[src/rtl/trace_filter_ctrl.sv]
`default_nettype none
// ============================================================================
// Module   : trace_filter_ctrl
// Purpose  : Capture controller around trace_filter. Arms/starts/stops trace
//            capture on programmable PC triggers, applies the filter's
//            drop_instr verdict, buffers kept {pc,instr} items in a
//            first-word-fall-through FIFO with a valid/ready output, and keeps
//            saturating kept/dropped/overflow counters.
// Ports    : clk, rst                 - clock, synchronous active-high reset
//            pc, instr, pc_valid      - CPU trace port
//            drop_instr               - combinational filter verdict
//            cfg_wr/cfg_addr/cfg_wdata- config write port (0=CTRL,
//                                       1=TRIG_START, 2=TRIG_END, 3=reserved)
//            out_valid/out_ready/out_pc/out_instr - FIFO head handshake
//            state                    - 0=IDLE 1=ARMED 2=ACTIVE 3=DONE
//            overflow                 - sticky item-lost flag
//            kept_cnt/dropped_cnt/overflow_cnt - saturating event counters
// Revision : 1.0 - initial release
// ============================================================================
module trace_filter_ctrl #(
    parameter int XLEN  = 64,
    parameter int DEPTH = 8
) (
    input  logic            clk,
    input  logic            rst,
    input  logic [XLEN-1:0] pc,
    input  logic [31:0]     instr,
    input  logic            pc_valid,
    input  logic            drop_instr,
    input  logic            cfg_wr,
    input  logic [1:0]      cfg_addr,
    input  logic [XLEN-1:0] cfg_wdata,
    output logic            out_valid,
    input  logic            out_ready,
    output logic [XLEN-1:0] out_pc,
    output logic [31:0]     out_instr,
    output logic [1:0]      state,
    output logic            overflow,
    output logic [31:0]     kept_cnt,
    output logic [31:0]     dropped_cnt,
    output logic [31:0]     overflow_cnt
);

    localparam int c_aw = $clog2(DEPTH);
    localparam int c_cw = $clog2(DEPTH + 1);

    localparam logic [1:0] c_st_idle   = 2'd0;
    localparam logic [1:0] c_st_armed  = 2'd1;
    localparam logic [1:0] c_st_active = 2'd2;
    localparam logic [1:0] c_st_done   = 2'd3;

    localparam logic [c_aw-1:0] c_ptr_one = c_aw'(1);
    localparam logic [c_cw-1:0] c_cnt_one = c_cw'(1);
    localparam logic [c_cw-1:0] c_full    = c_cw'(DEPTH);
    localparam logic [31:0]     c_sat     = 32'hFFFF_FFFF;

    // ------------------------------------------------------------------
    // Configuration registers
    // ------------------------------------------------------------------
    logic            r_enable;
    logic            r_bypass;
    logic            r_start_en;
    logic            r_end_en;
    logic [XLEN-1:0] r_trig_start;
    logic [XLEN-1:0] r_trig_end;
    logic [1:0]      r_state;
    logic [1:0]      w_state_nxt;

    logic w_cfg_open;
    logic w_ctrl_wr;
    logic w_tstart_wr;
    logic w_tend_wr;
    logic w_clear;

    // Trigger and mode fields may only change while capture is idle.
    assign w_cfg_open  = (r_state == c_st_idle);
    assign w_ctrl_wr   = cfg_wr && (cfg_addr == 2'd0);
    assign w_tstart_wr = cfg_wr && (cfg_addr == 2'd1);
    assign w_tend_wr   = cfg_wr && (cfg_addr == 2'd2);
    // Clear is a pulse, never stored: counters see it on the same edge.
    assign w_clear     = w_ctrl_wr && cfg_wdata[4];

    always_ff @(posedge clk) begin
        if (rst) begin
            r_enable     <= 1'b0;
            r_bypass     <= 1'b0;
            r_start_en   <= 1'b0;
            r_end_en     <= 1'b0;
            r_trig_start <= '0;
            r_trig_end   <= '0;
        end else begin
            if (w_ctrl_wr) begin
                r_enable <= cfg_wdata[0];
                if (w_cfg_open) begin
                    r_bypass   <= cfg_wdata[1];
                    r_start_en <= cfg_wdata[2];
                    r_end_en   <= cfg_wdata[3];
                end
            end
            if (w_tstart_wr && w_cfg_open) begin
                r_trig_start <= cfg_wdata;
            end
            if (w_tend_wr && w_cfg_open) begin
                r_trig_end <= cfg_wdata;
            end
        end
    end

    // ------------------------------------------------------------------
    // Capture state machine
    // ------------------------------------------------------------------
    logic w_start_hit;
    logic w_end_hit;
    logic w_active;

    assign w_active    = (r_state == c_st_active);
    assign w_start_hit = r_enable && r_start_en && (r_state == c_st_armed) &&
                         pc_valid && (pc == r_trig_start);
    assign w_end_hit   = r_enable && r_end_en && w_active &&
                         pc_valid && (pc == r_trig_end);

    always_ff @(posedge clk) begin
        if (rst) begin
            r_state <= c_st_idle;
        end else begin
            r_state <= w_state_nxt;
        end
    end

    always_comb begin
        w_state_nxt = r_state;
        if (!r_enable) begin
            w_state_nxt = c_st_idle;
        end else begin
            case (r_state)
                c_st_idle:   w_state_nxt = c_st_armed;
                c_st_armed: begin
                    if (!r_start_en || w_start_hit) begin
                        w_state_nxt = c_st_active;
                    end
                end
                c_st_active: begin
                    if (w_end_hit) begin
                        w_state_nxt = c_st_done;
                    end
                end
                default:     w_state_nxt = c_st_done;
            endcase
        end
    end

    // ------------------------------------------------------------------
    // Keep decision and FIFO
    // ------------------------------------------------------------------
    logic w_forced;
    logic w_keep;
    logic w_dropped;
    logic w_push;
    logic w_pop;
    logic w_lost;
    logic w_full;

    logic [XLEN-1:0] r_mem_pc    [DEPTH];
    logic [31:0]     r_mem_instr [DEPTH];
    logic [c_aw-1:0] r_wptr;
    logic [c_aw-1:0] r_rptr;
    logic [c_cw-1:0] r_count;

    // Trigger items are recorded even if the filter would drop them.
    assign w_forced  = w_start_hit || w_end_hit;
    assign w_keep    = pc_valid && (w_active || w_start_hit) &&
                       (r_bypass || !drop_instr || w_forced);
    assign w_dropped = pc_valid && w_active && !w_keep;

    assign w_full    = (r_count == c_full);
    assign w_pop     = out_valid && out_ready;
    // A full FIFO still accepts when the head leaves on the same edge.
    assign w_push    = w_keep && (!w_full || w_pop);
    assign w_lost    = w_keep && !w_push;

    always_ff @(posedge clk) begin
        if (w_push) begin
            r_mem_pc[r_wptr]    <= pc;
            r_mem_instr[r_wptr] <= instr;
        end
    end

    always_ff @(posedge clk) begin
        if (rst) begin
            r_wptr  <= '0;
            r_rptr  <= '0;
            r_count <= '0;
        end else begin
            if (w_push) begin
                r_wptr <= r_wptr + c_ptr_one;
            end
            if (w_pop) begin
                r_rptr <= r_rptr + c_ptr_one;
            end
            case ({w_push, w_pop})
                2'b10:   r_count <= r_count + c_cnt_one;
                2'b01:   r_count <= r_count - c_cnt_one;
                default: r_count <= r_count;
            endcase
        end
    end

    assign out_valid = (r_count != '0);
    // Stale memory is masked so an empty FIFO shows zeros.
    assign out_pc    = out_valid ? r_mem_pc[r_rptr]    : '0;
    assign out_instr = out_valid ? r_mem_instr[r_rptr] : '0;
    assign state     = r_state;

    // ------------------------------------------------------------------
    // Saturating counters and sticky overflow
    // ------------------------------------------------------------------
    logic [31:0] r_kept_cnt;
    logic [31:0] r_dropped_cnt;
    logic [31:0] r_overflow_cnt;
    logic        r_overflow;

    always_ff @(posedge clk) begin
        if (rst || w_clear) begin
            r_kept_cnt     <= '0;
            r_dropped_cnt  <= '0;
            r_overflow_cnt <= '0;
            r_overflow     <= 1'b0;
        end else begin
            if (w_push && (r_kept_cnt != c_sat)) begin
                r_kept_cnt <= r_kept_cnt + 32'd1;
            end
            if (w_dropped && (r_dropped_cnt != c_sat)) begin
                r_dropped_cnt <= r_dropped_cnt + 32'd1;
            end
            if (w_lost && (r_overflow_cnt != c_sat)) begin
                r_overflow_cnt <= r_overflow_cnt + 32'd1;
            end
            if (w_lost) begin
                r_overflow <= 1'b1;
            end
        end
    end

    assign kept_cnt     = r_kept_cnt;
    assign dropped_cnt  = r_dropped_cnt;
    assign overflow_cnt = r_overflow_cnt;
    assign overflow     = r_overflow;

endmodule
`default_nettype wire

[config.mk]
export PLATFORM = sky130hd
export DESIGN_NAME = trace_filter_ctrl
export DESIGN_NICKNAME = d
export VERILOG_FILES = /design/src/rtl/trace_filter_ctrl.sv
export SDC_FILE = /design/constraint.sdc
export NUM_CORES = 1
export LEC_CHECK = 0
export ABC_CLOCK_PERIOD_IN_PS = 41800
export BUFFER_PORTS_ARGS = -buffer_cell sky130_fd_sc_hd__buf_2
export CAP_MARGIN = 20
export CORE_MARGIN = 2
export CORE_UTILIZATION = 60
export DETAILED_ROUTE_END_ITERATION = 16
export GPL_TIMING_DRIVEN = 0
export PLACE_DENSITY = 0.8
export SYNTH_ARGS = -nofsm -noshare
export SYNTH_HDL_FRONTEND = slang
export SYNTH_SLANG_ARGS = --single-unit
export TNS_END_PERCENT = 10
[constraint.sdc]
create_clock -name clk -period 41.8 [get_ports clk]
set_input_delay 4.18 -clock clk [delete_from_list [all_inputs] [get_ports clk]]
set_output_delay 4.18 -clock clk [all_outputs]
set_load 0.005 [all_outputs]
==> impl_metrics.xml <==
<?xml version="1.0" encoding="UTF-8"?>
<metrics>
  <group name="timing">
    <metric name="fin_crit_sh" unit="%">21.14</metric>
    <metric name="worst_slack" unit="ps">32960</metric>
    <metric name="timing_hold_violations_final" unit="">0</metric>
    <metric name="min_period" unit="ps">8838</metric>
    <metric name="worst_slew_pin_slew" unit="ps">1175</metric>
    <metric name="setup-tns-final" unit="ps">0</metric>
    <metric name="grt_setup_unrepaired" unit="">false</metric>
    <metric name="worst_clock_skew" unit="ps">28.55</metric>
    <metric name="max_freq" unit="MHz">113.2</metric>
    <metric name="max-slew-margin-rel" unit="%">21.65</metric>
    <metric name="timing_max_transition_violations_final" unit="">0</metric>
    <metric name="final-setup-viol-count" unit="">0</metric>
  </group>
  <group name="logic_synthesis">
    <metric name="post-synth-top-area-fraction" unit="%">56.38</metric>
    <metric name="synth_most_common_cell" unit="">edfxtp_1</metric>
    <metric name="synth_top_flop_cell" unit="">edfxtp_1</metric>
    <metric name="synthDominantAreaCellType" unit="">edfxtp_1</metric>
    <metric name="synthesis_stage_register_bit_count" unit="">1012</metric>
    <metric name="syn_area" unit="mm2">0.04091</metric>
    <metric name="post_synth_arst_share" unit="%">0</metric>
    <metric name="yosysUniqueCellTypes" unit="">72</metric>
    <metric name="seq_area_frac_synth" unit="%">68.32</metric>
    <metric name="number_of_enable_type_register_cells_in_the_synthesized_netlist" unit="">768</metric>
    <metric name="synth_commonest_cells" unit="">edfxtp_1 (768), nand2_1 (336), dfxtp_1 (244)</metric>
    <metric name="yosysWarnings" unit="">0</metric>
    <metric name="netlist_instances" unit="">2722</metric>
    <metric name="synth_nets" unit="">2898</metric>
    <metric name="postSynthAreaPerCell" unit="um2">15.03</metric>
    <metric name="yosys-top-cells-area" unit="">edfxtp_1 (56%), dfxtp_1 (12%), mux4_2 (11%)</metric>
  </group>
  <group name="clock_tree">
    <metric name="post-cts-setup-buffers" unit="">0</metric>
    <metric name="cts-htree-levels" unit="">3</metric>
    <metric name="number_of_buffers_inserted_for_hold_repair_after_clock_tree_synthesis" unit="">0</metric>
    <metric name="total_clock_sinks" unit="">1012</metric>
    <metric name="clkLatencyLatePin" unit="ps">670</metric>
    <metric name="clk_buf_depth" unit="">3</metric>
    <metric name="tritoncts_clock_tree" unit="">yes</metric>
    <metric name="cts.repair.resized" unit="">0</metric>
    <metric name="clkSlewWorstSetupHoldPaths" unit="ps">60</metric>
    <metric name="ctsRootBufferMaster" unit="">clkbuf_16</metric>
    <metric name="cts_buffers" unit="">99</metric>
  </group>
  <group name="placed_design">
    <metric name="post_place_worst_slack" unit="ps">32470</metric>
    <metric name="placedCellCount" unit="">4085</metric>
    <metric name="dp_hpwl" unit="um">82120</metric>
    <metric name="post_place_cell_area" unit="mm2">0.04502</metric>
    <metric name="place.gp.congestion" unit="">0.9927</metric>
    <metric name="io_buffer_count" unit="">362</metric>
  </group>
  <group name="grt">
    <metric name="track_usage" unit="%">32.63</metric>
    <metric name="grt_antenna_before_repair" unit="">46</metric>
    <metric name="grt_overflow_total" unit="">0</metric>
    <metric name="first_global_vias" unit="">26950</metric>
    <metric name="grt_first_pass_wirelength" unit="um">169300</metric>
    <metric name="grt_max_degree" unit="">16</metric>
  </group>
  <group name="floorplan">
    <metric name="initial_core_util" unit="%">60.80</metric>
    <metric name="die_width" unit="um">265.1</metric>
    <metric name="floorplan.rows" unit="">95</metric>
    <metric name="dieArea" unit="mm2">0.07028</metric>
    <metric name="io-pin-count" unit="">364</metric>
    <metric name="chipHeight" unit="um">265.1</metric>
    <metric name="core_area" unit="mm2">0.06728</metric>
  </group>
  <group name="setup_path">
    <metric name="worst_setup_path_start_kind" unit="">input pin</metric>
    <metric name="critPathArrivalTime" unit="ps">9190</metric>
    <metric name="cpMostUsedCell" unit="">buf_4</metric>
    <metric name="endpoint_kind" unit="">register</metric>
    <metric name="worstPathBufferInverterCount" unit="">9</metric>
    <metric name="critical_path_max_stage_delay" unit="ps">800</metric>
    <metric name="critPathSlowestCell" unit="">nor4_2</metric>
    <metric name="critPathMaxFanout" unit="">10</metric>
    <metric name="cp_cell_sequence" unit="">buf_2 -&gt; xnor2_1 -&gt; o2111ai_1 -&gt; nor4_1 -&gt; nand4_1 -&gt; nor3_4 -&gt; o21ai_4 -&gt; clkbuf_1 -&gt; clkbuf_1 -&gt; nor4_2 -&gt; buf_4 -&gt; buf_4 -&gt; buf_4 -&gt; buf_4 -&gt; buf_4 -&gt; buf_4</metric>
    <metric name="setup.worst_path.class" unit="">in2reg</metric>
    <metric name="worstPathRequired" unit="ps">42150</metric>
    <metric name="critical_path.top_delay_family" unit="">buffers and inverters</metric>
  </group>
  <group name="finish">
    <metric name="regArea" unit="mm2">0.02795</metric>
    <metric name="finalNetCount" unit="">3491</metric>
    <metric name="layoutNonFillerInstCount" unit="">4298</metric>
    <metric name="fin_area" unit="mm2">0.04835</metric>
    <metric name="area_growth_syn_to_layout" unit="%">18.20</metric>
    <metric name="num-fill-cells" unit="">4289</metric>
    <metric name="drive_above_1_share" unit="%">25.54</metric>
    <metric name="area_of_the_multi_input_gates" unit="mm2">0.01219</metric>
  </group>
  <group name="routing">
    <metric name="route.final.wire_length" unit="um">114900</metric>
    <metric name="routed-wl-met3" unit="um">11500</metric>
    <metric name="detail_route.first_pass.iterations" unit="">6</metric>
    <metric name="met2_length" unit="um">56450</metric>
    <metric name="routedWlPerCell" unit="um">26.74</metric>
    <metric name="routed-via-count" unit="">27050</metric>
    <metric name="drt.antenna.violating_nets" unit="">0</metric>
    <metric name="initialDrtViolationCount" unit="">3021</metric>
    <metric name="routed.top_layer" unit="">met5</metric>
    <metric name="routed_via_density" unit="">6.294</metric>
    <metric name="met1_length" unit="um">42650</metric>
    <metric name="drc" unit="">0</metric>
  </group>
  <group name="job">
    <metric name="max_cap_violations" unit="">0</metric>
  </group>
  <group name="power_and_ir_drop">
    <metric name="power" unit="mW">2.339</metric>
    <metric name="vdd_drop_max" unit="uV">25.39</metric>
    <metric name="power_per_cell_area" unit="mW/mm2">48.37</metric>
    <metric name="power.leakage" unit="nW">16.19</metric>
  </group>
  <group name="worst_hold_path">
    <metric name="min-delay-path-class" unit="">reg2reg</metric>
  </group>
  <group name="outcome">
    <metric name="status" unit="">completed</metric>
  </group>
</metrics>
-- stage by stage --
stage / hold WS (ps) / utilization (%)
floorplan: 436.3 / -
global placement: 446.7 / 65.12
detailed placement: 454.1 / 66.91
CTS: 461.8 / 71.72
global route: 481.3 / 71.82
finish: 461.7 / 71.87
-- state kept, by name, indices dropped and copies added (netlist names), named ones only --
name	flops
r_bypass	1
r_count	4
dropped_cnt	32
state	2
r_trig_end	64
r_mem_instr	256
r_enable	1
r_mem_pc	512
kept_cnt	32
r_end_en	1
overflow	1
r_wptr	3
r_start_en	1
r_rptr	3
r_trig_start	64
overflow_cnt	32
-- logic make-up after synthesis --
| family | after synthesis | share of synthesized area, % |
|---|---|---|
| adders and majority gates | 8 | 0.2630 |
| DFF | 1012 | 68.32 |
| xor gates and xnor gates | 101 | 2.163 |
| AOI/OAI and AO/OA | 343 | 5.071 |
| buffers and inverters | 203 | 2.003 |
| muxes | 295 | 13.10 |
| and+or+nand+nor | 760 | 9.078 |
-- worst paths after layout --
path / start / to / slack, ps / cells past startpoint
min reg2reg: r_trig_end[0] / r_trig_end[0] / 460 / 2
max: pc[59] / r_mem_pc[4][61] / 32960 / 16
max reg2reg: r_trig_end[59] / r_mem_pc[4][61] / 36360 / 15
min: r_trig_end[0] / r_trig_end[0] / 460 / 2
-- per-layer routing --
layer,GRT usage [%],up-vias
met5,0,-
met3,8.378,289
li1,-,11710
met2,53.49,1424
met1,42.32,13580
met4,12.51,46
-- placed cells by master, fill, tap and decap left out, drive strengths merged, types with 8 or more instances in the layout --
master	instances
nand4	38
nor4	22
a21oi	203
clkinv	47
edfxtp	768
diode	27
mux2i	100
nor2b	19
or4	68
nand2b	14
dfxtp	244
nor2	130
clkbuf	234
and3	22
or3	22
mux4	192
buf	533
bufinv	9
and4	10
xnor2	67
o31ai	47
and2	8
nor3	9
o211ai	19
o22ai	10
o21ai	23
nand2	336
nand3	46
inv	51
xor2	34
-- worst min-delay path: cells and delay by family (launching register included) --
family,cells,cell delay [ps]
AND/OR/NAND/NOR,1,50
flip-flops,1,310
AO/OA/AOI/OAI,1,50
-- final cells by class --
class,count,area share (%)
clock inverter,64,1.196
sequential,1012,57.80
inverter,48,0.3726
tap,873,2.259
buffer,155,1.322
antenna,27,0.1397
clock buffer,120,5.499
multi-input combinational,1507,25.22
timing repair buffer,492,6.193
-- report_power, final --
group | switching (mW) | internal [mW]
logic | 0.204 | 0.157
clock network | 0.378 | 0.509
registers | 0.00539 | 1.09
Note: power is estimated with default switching activity, not from simulation.
